### src/rtl/arch_regfile_dump_ctrl_if.sv
// Bus bundle for the architectural regfile dump engine: the regfile read channel
// and the dump record stream. The engine is the master on both.
interface arch_regfile_dump_ctrl_if #(
   parameter int unsigned ARCH_REG_ADDR_W = 5,
   parameter int unsigned REG_VAL_W       = 32
);

   logic                       rd_en;
   logic [ARCH_REG_ADDR_W-1:0] read_red_addr_req;
   logic [REG_VAL_W-1:0]       read_value;
   logic                       read_valid;

   logic                       out_valid;
   logic                       out_ready;
   logic [ARCH_REG_ADDR_W-1:0] out_addr;
   logic [REG_VAL_W-1:0]       out_value;

   modport master (
      output rd_en,
      output read_red_addr_req,
      input  read_value,
      input  read_valid,
      output out_valid,
      input  out_ready,
      output out_addr,
      output out_value
   );

   modport slave (
      input  rd_en,
      input  read_red_addr_req,
      output read_value,
      output read_valid,
      input  out_valid,
      output out_ready,
      input  out_addr,
      input  out_value
   );

endinterface

### src/rtl/arch_regfile_dump_ctrl.sv
// Architectural register file dump engine: walks registers 0..NUM_ARCH_REGS-1, one
// outstanding read at a time, and streams (address, value) records out.
module arch_regfile_dump_ctrl #(
   parameter int unsigned NUM_ARCH_REGS   = 32,
   parameter int unsigned ARCH_REG_ADDR_W = 5,
   parameter int unsigned REG_VAL_W       = 32,
   parameter int unsigned TIMEOUT_CYCLES  = 8
) (
   input  logic                     clk,
   input  logic                     reset,
   input  logic                     dump_start,
   output logic                     dump_busy,
   output logic                     dump_done,
   output logic                     err_timeout,
   arch_regfile_dump_ctrl_if.master bus
);

   localparam int unsigned CntW = $clog2(TIMEOUT_CYCLES);

   localparam logic [CntW-1:0]            CntLast = CntW'(TIMEOUT_CYCLES - 1);
   localparam logic [ARCH_REG_ADDR_W-1:0] IdxLast = ARCH_REG_ADDR_W'(NUM_ARCH_REGS - 1);

   localparam logic [2:0] StIdle = 3'd0;
   localparam logic [2:0] StReq  = 3'd1;
   localparam logic [2:0] StWait = 3'd2;
   localparam logic [2:0] StHold = 3'd3;
   localparam logic [2:0] StDone = 3'd4;

   logic [2:0]                 state_q, state_d;
   logic [ARCH_REG_ADDR_W-1:0] idx_q, idx_d;
   logic [CntW-1:0]            cnt_q, cnt_d;
   logic                       err_q, err_d;
   logic                       busy_q, busy_d;
   logic                       done_q, done_d;
   logic                       rd_en_q, rd_en_d;
   logic [ARCH_REG_ADDR_W-1:0] req_addr_q, req_addr_d;
   logic                       out_valid_q, out_valid_d;
   logic [ARCH_REG_ADDR_W-1:0] out_addr_q, out_addr_d;
   logic [REG_VAL_W-1:0]       out_value_q, out_value_d;

   always_comb begin
      state_d     = state_q;
      idx_d       = idx_q;
      cnt_d       = cnt_q;
      err_d       = err_q;
      out_addr_d  = out_addr_q;
      out_value_d = out_value_q;

      unique case (state_q)
         StIdle: begin
            if (dump_start) begin
               state_d = StReq;
               idx_d   = '0;
               err_d   = 1'b0;
            end
         end
         StReq: begin
            state_d = StWait;
            cnt_d   = '0;
         end
         StWait: begin
            // A return on the last allowed WAIT cycle still wins over the abort.
            if (bus.read_valid) begin
               state_d     = StHold;
               out_addr_d  = idx_q;
               out_value_d = bus.read_value;
            end else if (cnt_q == CntLast) begin
               state_d = StDone;
               err_d   = 1'b1;
            end else begin
               cnt_d = cnt_q + CntW'(1);
            end
         end
         StHold: begin
            if (bus.out_ready) begin
               if (idx_q == IdxLast) begin
                  state_d = StDone;
               end else begin
                  state_d = StReq;
                  idx_d   = idx_q + ARCH_REG_ADDR_W'(1);
               end
            end
         end
         StDone: begin
            state_d = StIdle;
         end
         default: begin
            state_d = StIdle;
         end
      endcase

      // Outputs are decoded from the next state so they are flop outputs.
      busy_d      = (state_d != StIdle);
      done_d      = (state_d == StDone);
      rd_en_d     = (state_d == StReq);
      req_addr_d  = rd_en_d ? idx_d : req_addr_q;
      out_valid_d = (state_d == StHold);
   end

   always_ff @(posedge clk or negedge reset) begin
      if (!reset) begin
         state_q     <= StIdle;
         idx_q       <= '0;
         cnt_q       <= '0;
         err_q       <= 1'b0;
         busy_q      <= 1'b0;
         done_q      <= 1'b0;
         rd_en_q     <= 1'b0;
         req_addr_q  <= '0;
         out_valid_q <= 1'b0;
         out_addr_q  <= '0;
         out_value_q <= '0;
      end else begin
         state_q     <= state_d;
         idx_q       <= idx_d;
         cnt_q       <= cnt_d;
         err_q       <= err_d;
         busy_q      <= busy_d;
         done_q      <= done_d;
         rd_en_q     <= rd_en_d;
         req_addr_q  <= req_addr_d;
         out_valid_q <= out_valid_d;
         out_addr_q  <= out_addr_d;
         out_value_q <= out_value_d;
      end
   end

   assign dump_busy             = busy_q;
   assign dump_done             = done_q;
   assign err_timeout           = err_q;
   assign bus.rd_en             = rd_en_q;
   assign bus.read_red_addr_req = req_addr_q;
   assign bus.out_valid         = out_valid_q;
   assign bus.out_addr          = out_addr_q;
   assign bus.out_value         = out_value_q;

endmodule

### src/flat_wrapper.sv
// flat-port wrapper written by rule: the top's interface ports become plain ports
module arch_regfile_dump_ctrl_flat 
#(
   parameter int unsigned NUM_ARCH_REGS   = 32,
   parameter int unsigned ARCH_REG_ADDR_W = 5,
   parameter int unsigned REG_VAL_W       = 32,
   parameter int unsigned TIMEOUT_CYCLES  = 8
)
  (clk, reset, dump_start, dump_busy, dump_done, err_timeout, bus_rd_en, bus_read_red_addr_req, bus_read_value, bus_read_valid, bus_out_valid, bus_out_ready, bus_out_addr, bus_out_value);
  arch_regfile_dump_ctrl_if #(.ARCH_REG_ADDR_W(ARCH_REG_ADDR_W), .REG_VAL_W(REG_VAL_W)) bus_i ();
  input  logic clk;
  input  logic reset;
  input  logic dump_start;
  output logic dump_busy;
  output logic dump_done;
  output logic err_timeout;
  output wire logic [$bits(bus_i.rd_en)-1:0] bus_rd_en;
  output wire logic [$bits(bus_i.read_red_addr_req)-1:0] bus_read_red_addr_req;
  input wire logic [$bits(bus_i.read_value)-1:0] bus_read_value;
  input wire logic [$bits(bus_i.read_valid)-1:0] bus_read_valid;
  output wire logic [$bits(bus_i.out_valid)-1:0] bus_out_valid;
  input wire logic [$bits(bus_i.out_ready)-1:0] bus_out_ready;
  output wire logic [$bits(bus_i.out_addr)-1:0] bus_out_addr;
  output wire logic [$bits(bus_i.out_value)-1:0] bus_out_value;
  assign bus_rd_en = bus_i.rd_en;
  assign bus_read_red_addr_req = bus_i.read_red_addr_req;
  assign bus_i.read_value = bus_read_value;
  assign bus_i.read_valid = bus_read_valid;
  assign bus_out_valid = bus_i.out_valid;
  assign bus_i.out_ready = bus_out_ready;
  assign bus_out_addr = bus_i.out_addr;
  assign bus_out_value = bus_i.out_value;
  arch_regfile_dump_ctrl #(.NUM_ARCH_REGS(NUM_ARCH_REGS), .ARCH_REG_ADDR_W(ARCH_REG_ADDR_W), .REG_VAL_W(REG_VAL_W), .TIMEOUT_CYCLES(TIMEOUT_CYCLES)) u_core (.clk(clk), .reset(reset), .dump_start(dump_start), .dump_busy(dump_busy), .dump_done(dump_done), .err_timeout(err_timeout), .bus(bus_i));
endmodule
### config.mk
export PLATFORM = sky130hd
export DESIGN_NAME = arch_regfile_dump_ctrl_flat
export DESIGN_NICKNAME = d
export VERILOG_FILES = /design/src/rtl/arch_regfile_dump_ctrl_if.sv /design/src/rtl/arch_regfile_dump_ctrl.sv /design/src/flat_wrapper.sv
export SDC_FILE = /design/constraint.sdc
export NUM_CORES = 1
export LEC_CHECK = 0
export ABC_CLOCK_PERIOD_IN_PS = 5540
export BUFFER_PORTS_ARGS = -buffer_cell sky130_fd_sc_hd__buf_2
export CORE_MARGIN = 2
export CORE_UTILIZATION = 53
export DETAILED_ROUTE_END_ITERATION = 8
export PLACE_DENSITY_LB_ADDON = 0.3
export SETUP_SLACK_MARGIN = 0.4
export SLEW_MARGIN = 40
export SYNTH_ARGS = -nofsm -noshare
export SYNTH_HDL_FRONTEND = slang
export SYNTH_SLANG_ARGS = --single-unit
### constraint.sdc
create_clock -name clk -period 5.54 [get_ports clk]
set_input_delay 0.554 -clock clk [delete_from_list [all_inputs] [get_ports clk]]
set_output_delay 0.554 -clock clk [all_outputs]
set_load 0.02 [all_outputs]
# Word level (Yosys, flattened, before mapping)
# Cells that the tools add are included.
[totals] ff_bits=58 in_bits=37
[classes] addsub=2 eq_ne=12 muxes=17 n_reduce_logical=7
[ops] op="two-way mux 3 bit" count=7
[ops] op="two-way mux 5 bit" count=3
[ops] op="one-hot mux 3 bit (4 select lines)" count=1
[ops] op="one-hot mux 5 bit (2 select lines)" count=1
[ops] op="== test 3 x 2 -> 1 bit (second input constant)" count=3
[ops] op="== test 3 x 1 -> 1 bit (second input constant)" count=2
[ops] op="== test 3 bit (second input constant)" count=2
[ops] op="!= test 2 bit (second input constant)" count=3
[ops] op="one-hot mux 3 bit (2 select lines)" count=1
[ops] op="adder 5 x 1 -> 5 bit (second input constant)" count=1
[ops] op="== test 5 bit (second input constant)" count=1
[ops] op="AND reduction 4 bit" count=1
[ops] op="nonzero test 2 bit" count=2
[ops] op="adder 3 x 1 -> 3 bit (second input constant)" count=1
[ops] op="logical NOT 3 bit" count=1
[ops] op="two-way mux 1 bit" count=3
[ops] op="AND reduction 3 bit" count=1
[ops] op="nonzero test 3 bit" count=1
[ops] op="!= test 2 x 1 -> 1 bit (second input constant)" count=1
[ops] op="one-hot mux 1 bit (2 select lines)" count=1
[ops] op="AND reduction 2 bit" count=1

# Logic depth before layout (Yosys ltp)
# Gate-level depths: netlist (run 1).
[logic_depth] word_depth=5 depth_mapped=6 ltp_nobuf=6

# Worst setup path before layout (run 1)
# OpenSTA, ideal clock, no wires.
[synth_timing] kind="reg2reg" from="register u_core.cnt_q[0]" to="register u_core.cnt_q[0]" t_arrival_ns=1.646 slack_ns=3.769 stages_incl_launch_ff=7 synth_period_minus_slack_ns=1.771 path_cell_list="dfrtp_1 ha_1 ha_1 nor4b_1 a21oi_1 nor2_1 mux2_2"
[synth_between] elab_chain_cells=4 elab_cells_between_ends=7 cone_classes="add/sub: 1; eq/ne: 2; mux: 3; reduce/logical: 1"
[synth_lines] element="from (decl)" line="arch_regfile_dump_ctrl.sv:31" rtl="logic [CntW-1:0] cnt_q, cnt_d;"
[synth_lines] element="from (signal assigned)" line="arch_regfile_dump_ctrl.sv:116" rtl="cnt_q <= cnt_d;"
[synth_lines] element="adder 3 x 1 -> 3 bit" line="arch_regfile_dump_ctrl.sv:71" rtl="cnt_d = cnt_q + CntW'(1);"
[synth_lines] element="two-way mux 3 bit" line="arch_regfile_dump_ctrl.sv:67" rtl="end else if (cnt_q == CntLast) begin"
[synth_lines] element="two-way mux 3 bit" line="arch_regfile_dump_ctrl.sv:63" rtl="if (bus.read_valid) begin"
[synth_lines] element="one-hot mux 3 bit (2 select lines)" line="arch_regfile_dump_ctrl.sv:49" rtl="unique case (state_q)"
# Several ways; a longest one is shown, not always the timed one. The select of a mux whose other input is x is not followed.
# A chain may end at the register's enable or synchronous reset.

# Worst setup path in the final report (run 1)
# Same ends and word-level chain as after synthesis.

==> results of run 1 <==
[metal layers]
| metal | vias to the layer above | GRT usage [%] | routed length [µm] |
|---|---|---|---|
| met5 | - | 0 | 0 |
| met4 | 0 | 7.966 | 30 |
| met3 | 4 | 8.720 | 382 |
| met2 | 67 | 31.07 | 2254 |
| met1 | 822 | 23.56 | 1957 |
| li1 | 819 | - | - |
[power by group through the flow]
stage          clock network (mW)  registers (mW)  logic, mW
6_report                    0.420           0.714      0.706
3_5_place_dp                    0           0.723      0.716
2_1_floorplan                   0           0.877      0.342
5_1_grt                     0.454           0.736      0.765
4_1_cts                     0.430           0.716      0.718
3_3_place_gp                    0           0.717      0.695
[layout by cell type, fill, tap and decap left out, types with 4 or more instances in the layout]
cell	count
nand3_1	4
buf_2	83
nor2_1	11
dfrtp_1	58
a21oi_1	8
o21ai_0	5
inv_1	6
clkbuf_8	14
mux2_2	36
nand2_1	12
mux2i_1	4
[flip-flops by register name, summed over array words and instances (netlist names)]
register and flops:
u_core.bus.out_value 32, u_core.dump_done 1, u_core.bus.read_red_addr_req 5, u_core.err_timeout 1, u_core.state_q 3, u_core.bus.out_addr 5, u_core.idx_q 5, u_core.cnt_q 3
u_core.bus.out_valid 1, u_core.bus.rd_en 1, u_core.dump_busy 1
[path summary, 6_finish.rpt]
kind	start	to	slack (ns)	cells past startpoint
setup / recovery	u_core.cnt_q[0]	u_core.cnt_q[0]	3.58	6
hold / removal	reset	u_core.bus.out_value[25]	0.37	2
setup reg to reg	u_core.cnt_q[0]	u_core.cnt_q[0]	3.58	6
hold reg to reg	u_core.bus.out_value[1]	u_core.bus.out_value[1]	0.49	1
max in group asynchronous	reset	u_core.bus.out_value[6]	4.71	2
min in group clk	bus_read_value[1]	u_core.bus.out_value[1]	0.44	2
[kinds of logic (layout without fill, tap and decap cells)]
family                   after synthesis  after routing
AO/OA/AOI/OAI                         22             22
adder cells (fa/ha/maj)                3              3
buffers and inverters                 16            106
flip-flops                            58             58
multiplexers                          42             42
AND/OR/NAND/NOR                       42             42
[Yosys cell counts]
library cell  instances
nand2b_1              1
nand3_1               4
nor3_4                1
o211ai_1              1
nor2b_1               1
nor3_1                2
mux2_1                2
and4_1                2
buf_2                 2
nand4_1               1
buf_4                 1
mux2_2               36
o21ai_0               5
nand4b_1              1
nor4b_2               1
nor3b_1               1
nor4b_1               1
a31o_1                1
a21oi_1               8
nand2b_4              1
nor2_1               11
clkbuf_1              3
ha_1                  3
mux2i_1               4
and4b_1               1
a211oi_1              1
a32o_1                1
dfrtp_1              58
inv_1                 6
or4b_4                1
buf_6                 4
o32ai_1               1
nand2_1              12
a311oi_1              1
a31oi_1               3
[metrics by stage]
stage               cells  hold slack (ns)
detailed placement    310           0.4767
global route          325           0.4302
CTS                   325           0.3848
finish                325           0.3682
floorplan             183           0.2584
global placement      310           0.4661
[cell type report]
type | count | area, µm² | share of cell area [%]
timing repair buffer | 85 | 430.4 | 13.98
multi-input combinational | 109 | 887.1 | 28.81
inverter | 6 | 22.52 | 0.7314
sequential | 58 | 1451 | 47.14
clock inverter | 1 | 30.03 | 0.9752
clock buffer | 14 | 192.7 | 6.258
tap | 52 | 65.06 | 2.113
[worst max-delay path: cells and delay by family, from the launching register on]
family / cells / cell delay, ns
and+or+nand+nor: 2 / 0.59
adders and majority gates: 2 / 0.41
DFF: 1 / 0.39
muxes: 1 / 0.38
AOI/OAI and AO/OA: 1 / 0.07
==> results.json, run 1 <==
{
  "cts_setup_buffers": 0,
  "cp_slowest_cell": "dfrtp_1",
  "nFillCells": 331,
  "p_int_mw": 1.171,
  "synth_area_um2": 2435,
  "wl_um": 4624,
  "core_area_um2": 4384,
  "ys_ff_latch": 58,
  "place.port_buffers": 83,
  "slowest_delay_ns": 0.39,
  "wl_per_cell_um": 14.23,
  "ctsRootBufferMaster": "clkbuf_8",
  "maxSlewHeadroom_pct": 52.63,
  "run_status": "complete, no violations",
  "synth_top_family_by_area": "multiplexers",
  "period_share_pct": 35.43,
  "place_area_um2": 2856,
  "gp_congestion": 0.8032,
  "pre_cts_ws_ns": 3.606,
  "htree_num_levels": 3,
  "cts_max_path_buffers": 2,
  "hold_class": "in -> async",
  "hold_buffers": 0,
  "crit_path_end_kind": "register",
  "drc": 0,
  "ys_types": 35,
  "stdcell_area_um2": 3079,
  "swShare_pct": 36.36,
  "layout-drive-gt1-share_pct": 51.28,
  "clock_latency_ns": 0.32,
  "worst_slew_pin_slew_ns": 0.7105,
  "syn_inst": 183,
  "clock-sinks": 58,
  "viasPerCell": 5.268,
  "setup_tns_ns": 0,
  "fin_worst_skew_ns": 0.005873,
  "yosys_warnings": 0,
  "grt_max_degree": 59,
  "rows": 24,
  "cts_tree": "built",
  "syn_area_per_cell_um2": 13.31,
  "ioPinCount": 84,
  "fin_util_pct": 70.23,
  "ant_nets": 0,
  "synth_fa_ha_area_share_pct": 1.542,
  "num_vias": 1712,
  "cp.arrival_ns": 2.17,
  "crit_type": "reg -> reg",
  "synthTopCellsByArea": "dfrtp_1 60%, mux2_2 17%, buf_6 1.8%, nand2_1 1.8%, nor2_1 1.7%",
  "antenna_cells": 0,
  "initial_core_util_pct": 55.54,
  "grt.overflow.total": 0,
  "die_height_um": 71.78,
  "setup_ws_ns": 3.577,
  "yosys.area_share.xor_xnor_pct": 0,
  "track_usage_pct": 19.64,
  "synthSimpleGateAreaFrac_pct": 10.12,
  "die_area_um2": 5152,
  "path_max_fanout": 3,
  "fin_crit_ns": 1.963,
  "rsz0062_at_grt": "false",
  "drtIter0Drc": 87,
  "area_delta_synth_final_pct": 26.46,
  "synth_nets": 223,
  "synth_top_cell_area_share_pct": 59.61,
  "cts_buffers": 9,
  "clk_pin_slew_ns": 0.06,
  "yosysTopAreaCell": "dfrtp_1",
  "nets": 309,
  "power_mw": 1.840,
  "setup_viol_count_final": 0,
  "yosysSeqAreaShare_pct": 59.61,
  "grt_pass1_vias": 1628,
  "cp_cell_sequence": "ha_1 > ha_1 > nor4b_1 > a21oi_1 > nor2_1 > mux2_2",
  "vdd.ir_drop.worst_v": 0.0003138,
  "p_clk_share_pct": 22.8,
  "cts-resized-gates": 0,
  "synth_mux_area_share_pct": 19.22,
  "hpwl_um": 3204,
  "start_kind": "register",
  "fmax_mhz": 509.5,
  "timing_hold_violations_final": 0,
  "cp.required_ns": 5.75,
  "crit_top_cell": "ha_1",
  "synth-compound-area-share_pct": 5.550,
  "drv_slew": 0,
  "p_sw_mw": 0.6689,
  "power_frac_comb_pct": 38.4,
  "p_leak_nw": 1.524,
  "power_density_nw_per_um2": 597.5,
  "power_frac_seq_pct": 38.8,
  "antenna_found_initial": 0,
  "grt_pass1_wl_um": 7638,
  "dr.pass1.iters": 4,
  "maxCapViolations": 0,
  "die_w_um": 71.78
}
Note: power is estimated with default switching activity, not from simulation.
==> run 2, diff against run 1 <==
Settings changed: ABC_AREA from default to 1, ABC_CLOCK_PERIOD_IN_PS 5540 to 1550, CORE_UTILIZATION 53 to 45.
Clock period 5.54 ns to 1.55 ns, I/O delays scaled along.
==> run 2 against run 1 <==
Net effect: clock power grew to 3.3 times the previous value; synthesized cell count grew 52%; clock skew grew 0.0010 ns; hold slack lost 0.34 ns; critical path depth grew 3; critical endpoint is now u_core.bus.read_red_addr_req[2]; wire length grew 19%; power grew to 3.8 times the previous value; sequential share of layout area shrank 3.9 points; combinational power grew to 4.4 times the previous value; cell area grew 9.2%; highest routed layer unchanged.
==> results.json, run 2 <==
{
  "area_delta_synth_final_pct": 37.58,
  "antenna_found_initial": 0,
  "largest_reg_flops": 32,
  "layout_commonest_cell": "nand2_1",
  "run_status": "complete, no violations",
  "timing_hold_violations_final": 0,
  "place_area_um2": 2988,
  "cts_max_path_buffers": 2,
  "syn_inst": 279,
  "hold_class": "in -> reg",
  "clock_latency_ns": 0.32,
  "synth_top_family_by_area": "simple AND/OR/NAND/NOR gates",
  "power_density_nw_per_um2": 2071,
  "cts_tree": "built",
  "layout-drive-gt1-share_pct": 38.22,
  "whs_ns": 0.02349,
  "worst_slew_pin_slew_ns": 0.3017,
  "num_vias": 2085,
  "pre_cts_ws_ns": 0.1493,
  "drc": 0,
  "cp.arrival_ns": 1.67,
  "fin_crit_ns": 1.451,
  "gp_congestion": 0.7841,
  "syn_area_per_cell_um2": 8.758,
  "synth_top_cell_area_share_pct": 59.40,
  "die_w_um": 77.69,
  "grt.overflow.total": 0,
  "power_mw": 6.962,
  "place.port_buffers": 83,
  "yosys_most_used_dff": "dfrtp_1",
  "stdcell_area_um2": 3362,
  "antenna_cells": 0,
  "fin_worst_skew_ns": 0.006919,
  "ioPinCount": 84,
  "crit_type": "reg -> reg",
  "vdd.ir_drop.worst_v": 0.0009850,
  "core_area_um2": 5172,
  "dr.pass1.iters": 4,
  "yosysMostFrequentCell": "nand2_1",
  "synth_edf_count": 0,
  "crit_path_end_kind": "register",
  "viasPerCell": 4.613,
  "wl_per_cell_um": 12.19,
  "nFillCells": 435,
  "placed_cells": 427,
  "rows": 26,
  "cp_cell_sequence": "ha_2 > ha_4 > inv_4 > nor2_4 > o21ai_4 > buf_6 > nor2_4 > nand2_1 > nand2_1",
  "ctsRootBufferMaster": "clkbuf_8",
  "rsz0062_at_grt": "true",
  "die_area_um2": 6036,
  "cp_slowest_cell": "dfrtp_1",
  "clock-sinks": 58,
  "yosysSeqAreaShare_pct": 59.40,
  "start_kind": "register",
  "grt_pass1_wl_um": 9018,
  "ys_ff_latch": 58,
  "maxCapViolations": 0,
  "nets": 418,
  "yosys.area_share.xor_xnor_pct": 0.3584,
  "setup_tns_ns": 0,
  "synthSimpleGateAreaFrac_pct": 29.29,
  "hpwl_um": 3658,
  "maxSlewHeadroom_pct": 79.67,
  "setup_viol_count_final": 0,
  "ant_nets": 0,
  "yosysTopAreaCell": "dfrtp_1",
  "ys_top_cells_by_count": "142 x nand2_1, 58 x dfrtp_1, 15 x inv_1, 9 x nor2_1, 8 x nand3_1",
  "slowest_delay_ns": 0.40,
  "clk_pin_slew_ns": 0.06,
  "period_share_pct": 93.61,
  "setup_ws_ns": 0.09906,
  "wl_um": 5510,
  "path_max_fanout": 4,
  "drtIter0Drc": 77,
  "track_usage_pct": 19.16,
  "htree_num_levels": 3,
  "stdcell_count": 452,
  "synthTopCellsByArea": "dfrtp_1 59%, nand2_1 22%, inv_1 2.3%, nand3_1 1.6%, ha_1 1.5%",
  "synth_fa_ha_area_share_pct": 1.536,
  "initial_core_util_pct": 47.24,
  "cts_buffers": 9,
  "grt_pass1_vias": 1990,
  "synth_area_um2": 2444,
  "synth_mux_area_share_pct": 0,
  "drv_slew": 0,
  "synth-compound-area-share_pct": 4.403,
  "grt_max_degree": 59,
  "fmax_mhz": 689.2,
  "synth-async-reset-ratio_pct": 100.0,
  "layout_common_cells": "139 x nand2_1, 83 x buf_2, 56 x dfrtp_1",
  "synth_nets": 319,
  "p_leak_nw": 1.908,
  "ys_types": 24,
  "yosys_warnings": 0,
  "die_height_um": 77.69,
  "cp.required_ns": 1.77,
  "fin_util_pct": 65.00
}
==> run 2: cell types whose count changed in the layout (fill, tap and decap cells not counted), sizes merged, moves of 3 or more <==
cell,delta
o21ai,+8
a31oi,-3
mux2,-38
inv,+13
nand2,+134
a21oi,-5
mux2i,-4
nor3,-3
buf,+11
nand3,+6
==> run 2: critical path: cells and delay by family, from the launching register on <==
family	cells	cell delay, ns
buf+inv	2	0.19
flops	1	0.40
compound gates	1	0.20
fa+ha+maj	2	0.37
simple gates	4	0.20
==> run 2: final timing paths <==
check,start,endpoint,slack (ns),depth (start not counted)
max,u_core.cnt_q[0],u_core.bus.read_red_addr_req[2],0.1,9
min,bus_read_value[14],u_core.bus.out_value[14],0.02,3
max reg2reg,u_core.cnt_q[0],u_core.bus.read_red_addr_req[2],0.1,9
min reg2reg,u_core.bus.out_value[14],u_core.bus.out_value[14],0.47,2
max in group asynchronous,reset,u_core.cnt_q[2],0.93,3
min in group asynchronous,reset,u_core.bus.out_valid,0.33,3
==> run 2: logic make-up (layout without fill, tap and decap cells) <==
group | Yosys count | count (layout)
simple gates | 172 | 172
flops | 58 | 58
buf+inv | 28 | 131
xor+xnor | 1 | 1
fa+ha+maj | 3 | 3
compound gates | 17 | 17
==> run 2: layout make-up <==
| cell class | instances | area [µm²] | share of cell area (%) |
|---|---|---|---|
| clock buffers | 13 | 168.9 | 5.024 |
| inverters | 19 | 73.82 | 2.196 |
| flip-flops and latches | 58 | 1454 | 43.25 |
| repair buffers | 97 | 559.3 | 16.64 |
| clock inverters | 2 | 35.03 | 1.042 |
| multi-input cells | 193 | 983.4 | 29.25 |
| well taps | 70 | 87.58 | 2.605 |
==> run 2: power breakdown <==
part,switching (mW),internal [mW]
clock,0.536,0.863
sequential,0.354,2.12
combinational,1.99,1.10
==> run 2: per-layer routing <==
metal / GRT usage, % / wire length (µm) / up-vias
li1: - / - / 1054
met1: 24.21 / 2458 / 972
met2: 31.03 / 2694 / 52
met3: 3.488 / 249 / 7
met4: 10.71 / 107 / 0
met5: 0 / 0 / -
==> run 2: timing repair <==
item                                    CTS  global route
endpoints found under the hold margin    58             0
setup buffers                             4             5
hold buffers                              1             0
endpoints found under the setup margin   57            58
gates resized for setup                   7            14
pin swaps                                 2             5
